[config.mk]
export PLATFORM = sky130hd
export DESIGN_NAME = debug_word_tx
export DESIGN_NICKNAME = d
export VERILOG_FILES = /design/src/rtl/debug_word_tx.sv
export SDC_FILE = /design/constraint.sdc
export NUM_CORES = 1
export LEC_CHECK = 0
export BUFFER_PORTS_ARGS = -buffer_cell sky130_fd_sc_hd__buf_2
export CAP_MARGIN = 15
export CELL_PAD_IN_SITES_DETAIL_PLACEMENT = 1
export CELL_PAD_IN_SITES_GLOBAL_PLACEMENT = 1
export CORE_ASPECT_RATIO = 0.8
export CORE_UTILIZATION = 39
export CTS_CLUSTER_SIZE = 10
export DETAILED_ROUTE_END_ITERATION = 12
export PLACE_DENSITY = 0.86
export SLEW_MARGIN = 30
export SYNTH_ARGS = -nofsm -noshare
export SYNTH_HDL_FRONTEND = slang
export SYNTH_SLANG_ARGS = --single-unit
[constraint.sdc]
create_clock -name i_clk -period 1.68 [get_ports i_clk]
set_input_delay 0.084 -clock i_clk [delete_from_list [all_inputs] [get_ports i_clk]]
set_output_delay 0.084 -clock i_clk [all_outputs]
set_load 0.01 [all_outputs]
[src/rtl/debug_word_tx.sv]
// debug_word_tx: serializes a TAM_DATA-bit debug word into TAM_ORDEN-bit bytes for the UART TX,
// one byte per byte-done tick, and pulses o_tx_done_32b_word when the whole word has gone out.
module debug_word_tx #(
   parameter int TAM_DATA  = 32,
   parameter int TAM_ORDEN = 8,
   parameter bit MSB_FIRST = 1'b0
) (
   input  logic                 i_clk,
   input  logic                 i_reset,
   input  logic                 i_enable_enviada_data,
   input  logic [TAM_DATA-1:0]  i_data_enviada,
   input  logic                 i_tx_done_tick,
   output logic                 o_tx_done_32b_word,
   output logic                 o_busy,
   output logic                 o_overrun,
   output logic                 o_tx_start,
   output logic [TAM_ORDEN-1:0] o_tx_byte
);
   // state   | meaning
   // ST_IDLE | waiting for a send request
   // ST_LOAD | one cycle: start pulse to the UART with the current byte
   // ST_WAIT | byte held on o_tx_byte until the UART byte-done tick
   // ST_DONE | one cycle: word-done pulse to the debug state machine
   localparam int NB = TAM_DATA / TAM_ORDEN;
   localparam int IW = (NB > 1) ? $clog2(NB) : 1;
   localparam logic [IW-1:0] LAST_IDX = IW'(NB - 1);

   typedef enum logic [1:0] {ST_IDLE, ST_LOAD, ST_WAIT, ST_DONE} state_t;

   state_t               state, state_nx;
   logic [IW-1:0]        idx, idx_nx;
   logic [TAM_DATA-1:0]  shreg, shreg_nx, shifted;
   logic [TAM_ORDEN-1:0] byte_nx;

   // The byte on the wire is always the leading end of the shift register.
   function automatic logic [TAM_ORDEN-1:0] head(input logic [TAM_DATA-1:0] w);
      if (MSB_FIRST)
         return w[TAM_DATA-1 -: TAM_ORDEN];
      else
         return w[TAM_ORDEN-1:0];
   endfunction

   assign shifted = MSB_FIRST ? (shreg << TAM_ORDEN) : (shreg >> TAM_ORDEN);

   always_comb begin
      state_nx = state;
      idx_nx   = idx;
      shreg_nx = shreg;
      byte_nx  = o_tx_byte;
      case (state)
         ST_IDLE: begin
            if (i_enable_enviada_data) begin
               shreg_nx = i_data_enviada;
               idx_nx   = '0;
               byte_nx  = head(i_data_enviada);
               state_nx = ST_LOAD;
            end
         end
         ST_LOAD: state_nx = ST_WAIT;
         ST_WAIT: begin
            if (i_tx_done_tick) begin
               if (idx == LAST_IDX) begin
                  state_nx = ST_DONE;
               end else begin
                  idx_nx   = idx + IW'(1);
                  shreg_nx = shifted;
                  byte_nx  = head(shifted);
                  state_nx = ST_LOAD;
               end
            end
         end
         ST_DONE: state_nx = ST_IDLE;
         default: state_nx = ST_IDLE;
      endcase
   end

   // Outputs are registered from the next-state decode so they line up with the state register.
   always_ff @(posedge i_clk or posedge i_reset) begin
      if (i_reset) begin
         state              <= ST_IDLE;
         idx                <= '0;
         shreg              <= '0;
         o_tx_start         <= 1'b0;
         o_tx_byte          <= '0;
         o_tx_done_32b_word <= 1'b0;
         o_busy             <= 1'b0;
         o_overrun          <= 1'b0;
      end else begin
         state              <= state_nx;
         idx                <= idx_nx;
         shreg              <= shreg_nx;
         o_tx_start         <= (state_nx == ST_LOAD);
         o_tx_byte          <= byte_nx;
         o_tx_done_32b_word <= (state_nx == ST_DONE);
         o_busy             <= (state_nx != ST_IDLE);
         o_overrun          <= i_enable_enviada_data && (state != ST_IDLE);
      end
   end

endmodule

==> results_dict.tcl <==
set metrics [dict create \
    outcome "finished with violations" \
    violations "DRC" \
    cp_max_fo 9 \
    cts_root_buf "clkbuf_8" \
    initial_core_util 0.411 \
    syn_area_mm2 0.00209 \
    antenna_found_initial 0 \
    top_level_ports 48 \
    r2r_cells 6 \
    via_count 1243 \
    post_drt_wl_per_cell_um 15.8 \
    top_layer "met4" \
    fin_skew_ns 0.00622 \
    fmax_mhz 595 \
    wl_um 4250 \
    final_cell_mix "47 x buf_2, 40 x dfrtp_1, 38 x mux2_4" \
    synth_largest_area_cell "dfrtp_1" \
    wl_met3_um 197 \
    period_needed_ns 1.68 \
    nNetsFinal 243 \
    power.density_mw_per_mm2 1920 \
    cts_buffer_depth 2 \
    max-slew-margin-rel 0.500 \
    end_kind "register" \
    cts_made_buffers 5 \
    drt_iter0_drc 54 \
    num-fill-cells 528 \
    drc 2 \
    synth_top_cell_area_share 0.478 \
    n_antenna_cell 0 \
    fp.dieArea_mm2 0.00567 \
    ir_drop_mv 0.565 \
    min_to "o_overrun" \
    gr-total-overflow 0 \
    power.total_mw 5.07 \
    first_pass_iters 8 \
    grt_pass1_vias 1388 \
    rsz0062_at_grt "yes" \
    synthTopCellsByArea "dfrtp_1 48%, mux2_4 26%, mux2_2 7.5%" \
    syn_area_per_cell_um2 14.3 \
    die_w_um 83.9 \
    required_ns 1.86 \
    grt_usage 0.163 \
    hold_path.class "in2reg" \
    htree_levels 2 \
    grt_start_max_net_pins 36 \
    tightest_slew_ns 0.745 \
    clk_latency_ns 0.30 \
    min_path_cells 2 \
    fp-row-count 23 \
    power.leakage_nw 1.37 \
    viasPerCell 4.62 \
    worstHoldStart "i_enable_enviada_data" \
    final_common_cell "buf_2" \
    drive_gt1_frac 0.623 \
    slew_violations 0 \
    grt_pass1_wl_um 6840 \
    ant_nets 0 \
    worstSetupPathType "reg2reg" \
    r2r_start "idx[0]" \
    core_mm2 0.00509 \
    seq_area_mm2 0.00100 \
    reg2reg_to "shreg[12]" \
    drt-met1-wl_um 1910 \
    synth_seq_area_share 0.478 \
    dpl.hpwl_um 2790 \
    synth.net_count 183 \
    port_buffers 47 \
    maxCapViolCount 0 \
    multi_input_area_um2 925 \
    syn-instance-count 146 \
    ys_types 22 \
    cts_sinks 40 \
    hold_viol_final 0 \
    path_clk_slew_ns 0.08 \
    die_h_um 67.5 \
    synth-seq-cells 40 \
    finalCritPeriodShare 1.00 \
    area_delta_synth_final_pct 26.0 \
    cp.arrival_ns 1.86 \
    start_kind "register" \
    final_core_util 0.518 \
    place_congestion 0.716 \
    finalSetupViolCount 0 \
    cts_tree "yes" \
    ys.warnings.count 0 \
    rrSetupSlack_ns 0.0003 \
    dr_wl_met2_um 2110 \
]
timing repair:
| item | in CTS | in global routing |
|---|---|---|
| setup endpoints to repair | 14 | 33 |
| hold buffers | 1 | 0 |
| gates cloned | 2 | 0 |
| gates resized for setup | 4 | 5 |
| endpoints found under the hold margin | 20 | 0 |
| pin swaps | 2 | 2 |
| buffers inserted | 8 | 4 |
sequential cells by signal (all words and copies together) (netlist names):
register            count
shreg                  25
state                   2
idx                     2
o_busy                  1
o_overrun               1
o_tx_byte               7
o_tx_start              1
o_tx_done_32b_word      1
synth_stat cells, drive strengths merged:
library cell	n
nand2b	2
mux2	50
nor2	2
ha	1
or2b	1
and2	1
or2	1
a21oi	2
nor2b	1
nand2	9
inv	10
o21a	1
o21ai	1
buf	15
mux2i	8
dfrtp	40
nand3b	1
metrics by stage:
step	hold slack [ns]	std cells	setup slack (ns)	cell area, um2	TNS, ns
after CTS	0.00445	265	-0.00108	2590	-0.00108
after global placement	0.146	246	0.0271	2350	0
final	0.0122	269	0.000254	2640	0
after global routing	0.0116	269	-0.0575	2640	-0.924
after detailed placement	0.168	246	-0.0115	2350	-0.0170
after floorplan	0.206	146	0.00734	2090	0
worst max-delay path, stage by stage (launching register included):
cell and delay, ns:
dfrtp_1 0.40, ha_2 0.19, nand3b_1 0.19, a21oi_4 0.19, buf_4 0.15, buf_12 0.12, mux2_2 0.33
where the power goes:
group	switching [mW]	total, mW	internal [mW]
logic	0.933	2.55	1.62
clock network	0.355	0.794	0.440
registers	0.274	1.72	1.45
total	1.56	5.07	3.51
worst max path at each step:
| stage | startpoint | end | slack (ns) | cells past startpoint |
|---|---|---|---|---|
| 4_1_cts | idx[1] | shreg[12] | -0.001 | 6 |
| 3_5_place_dp | idx[0] | idx[0] | -0.01 | 5 |
| 2_1_floorplan | idx[0] | shreg[16] | 0.007 | 5 |
| 6_report | idx[0] | shreg[12] | 0.0003 | 6 |
| 3_3_place_gp | idx[0] | idx[0] | 0.03 | 5 |
| 5_1_grt | idx[0] | shreg[11] | -0.06 | 6 |
cell type report:
class | instances | area share
multi-input combinational | 81 | 0.350
inverter | 10 | 0.0142
timing repair buffer | 68 | 0.185
sequential | 40 | 0.379
clock inverter | 3 | 0.0161
clock buffer | 5 | 0.0261
tap | 62 | 0.0294
cells by family (layout without fill, tap and decap cells):
group / after synthesis / in the layout / synth area share
multiplexers: 58 / 58 / 0.372
adder cells (fa/ha/maj): 1 / 1 / 0.00597
AO/OA/AOI/OAI: 4 / 4 / 0.0161
flip-flops: 40 / 40 / 0.478
buffers and inverters: 25 / 86 / 0.0866
AND/OR/NAND/NOR: 18 / 18 / 0.0418
per-layer routing:
metal | vias to the layer above | global-route usage
met5 | - | 0
met2 | 32 | 0.279
li1 | 602 | -
met3 | 4 | 0.0501
met4 | 0 | 0.0453
met1 | 605 | 0.202
No activity file was read; power rests on OpenSTA's default activity.
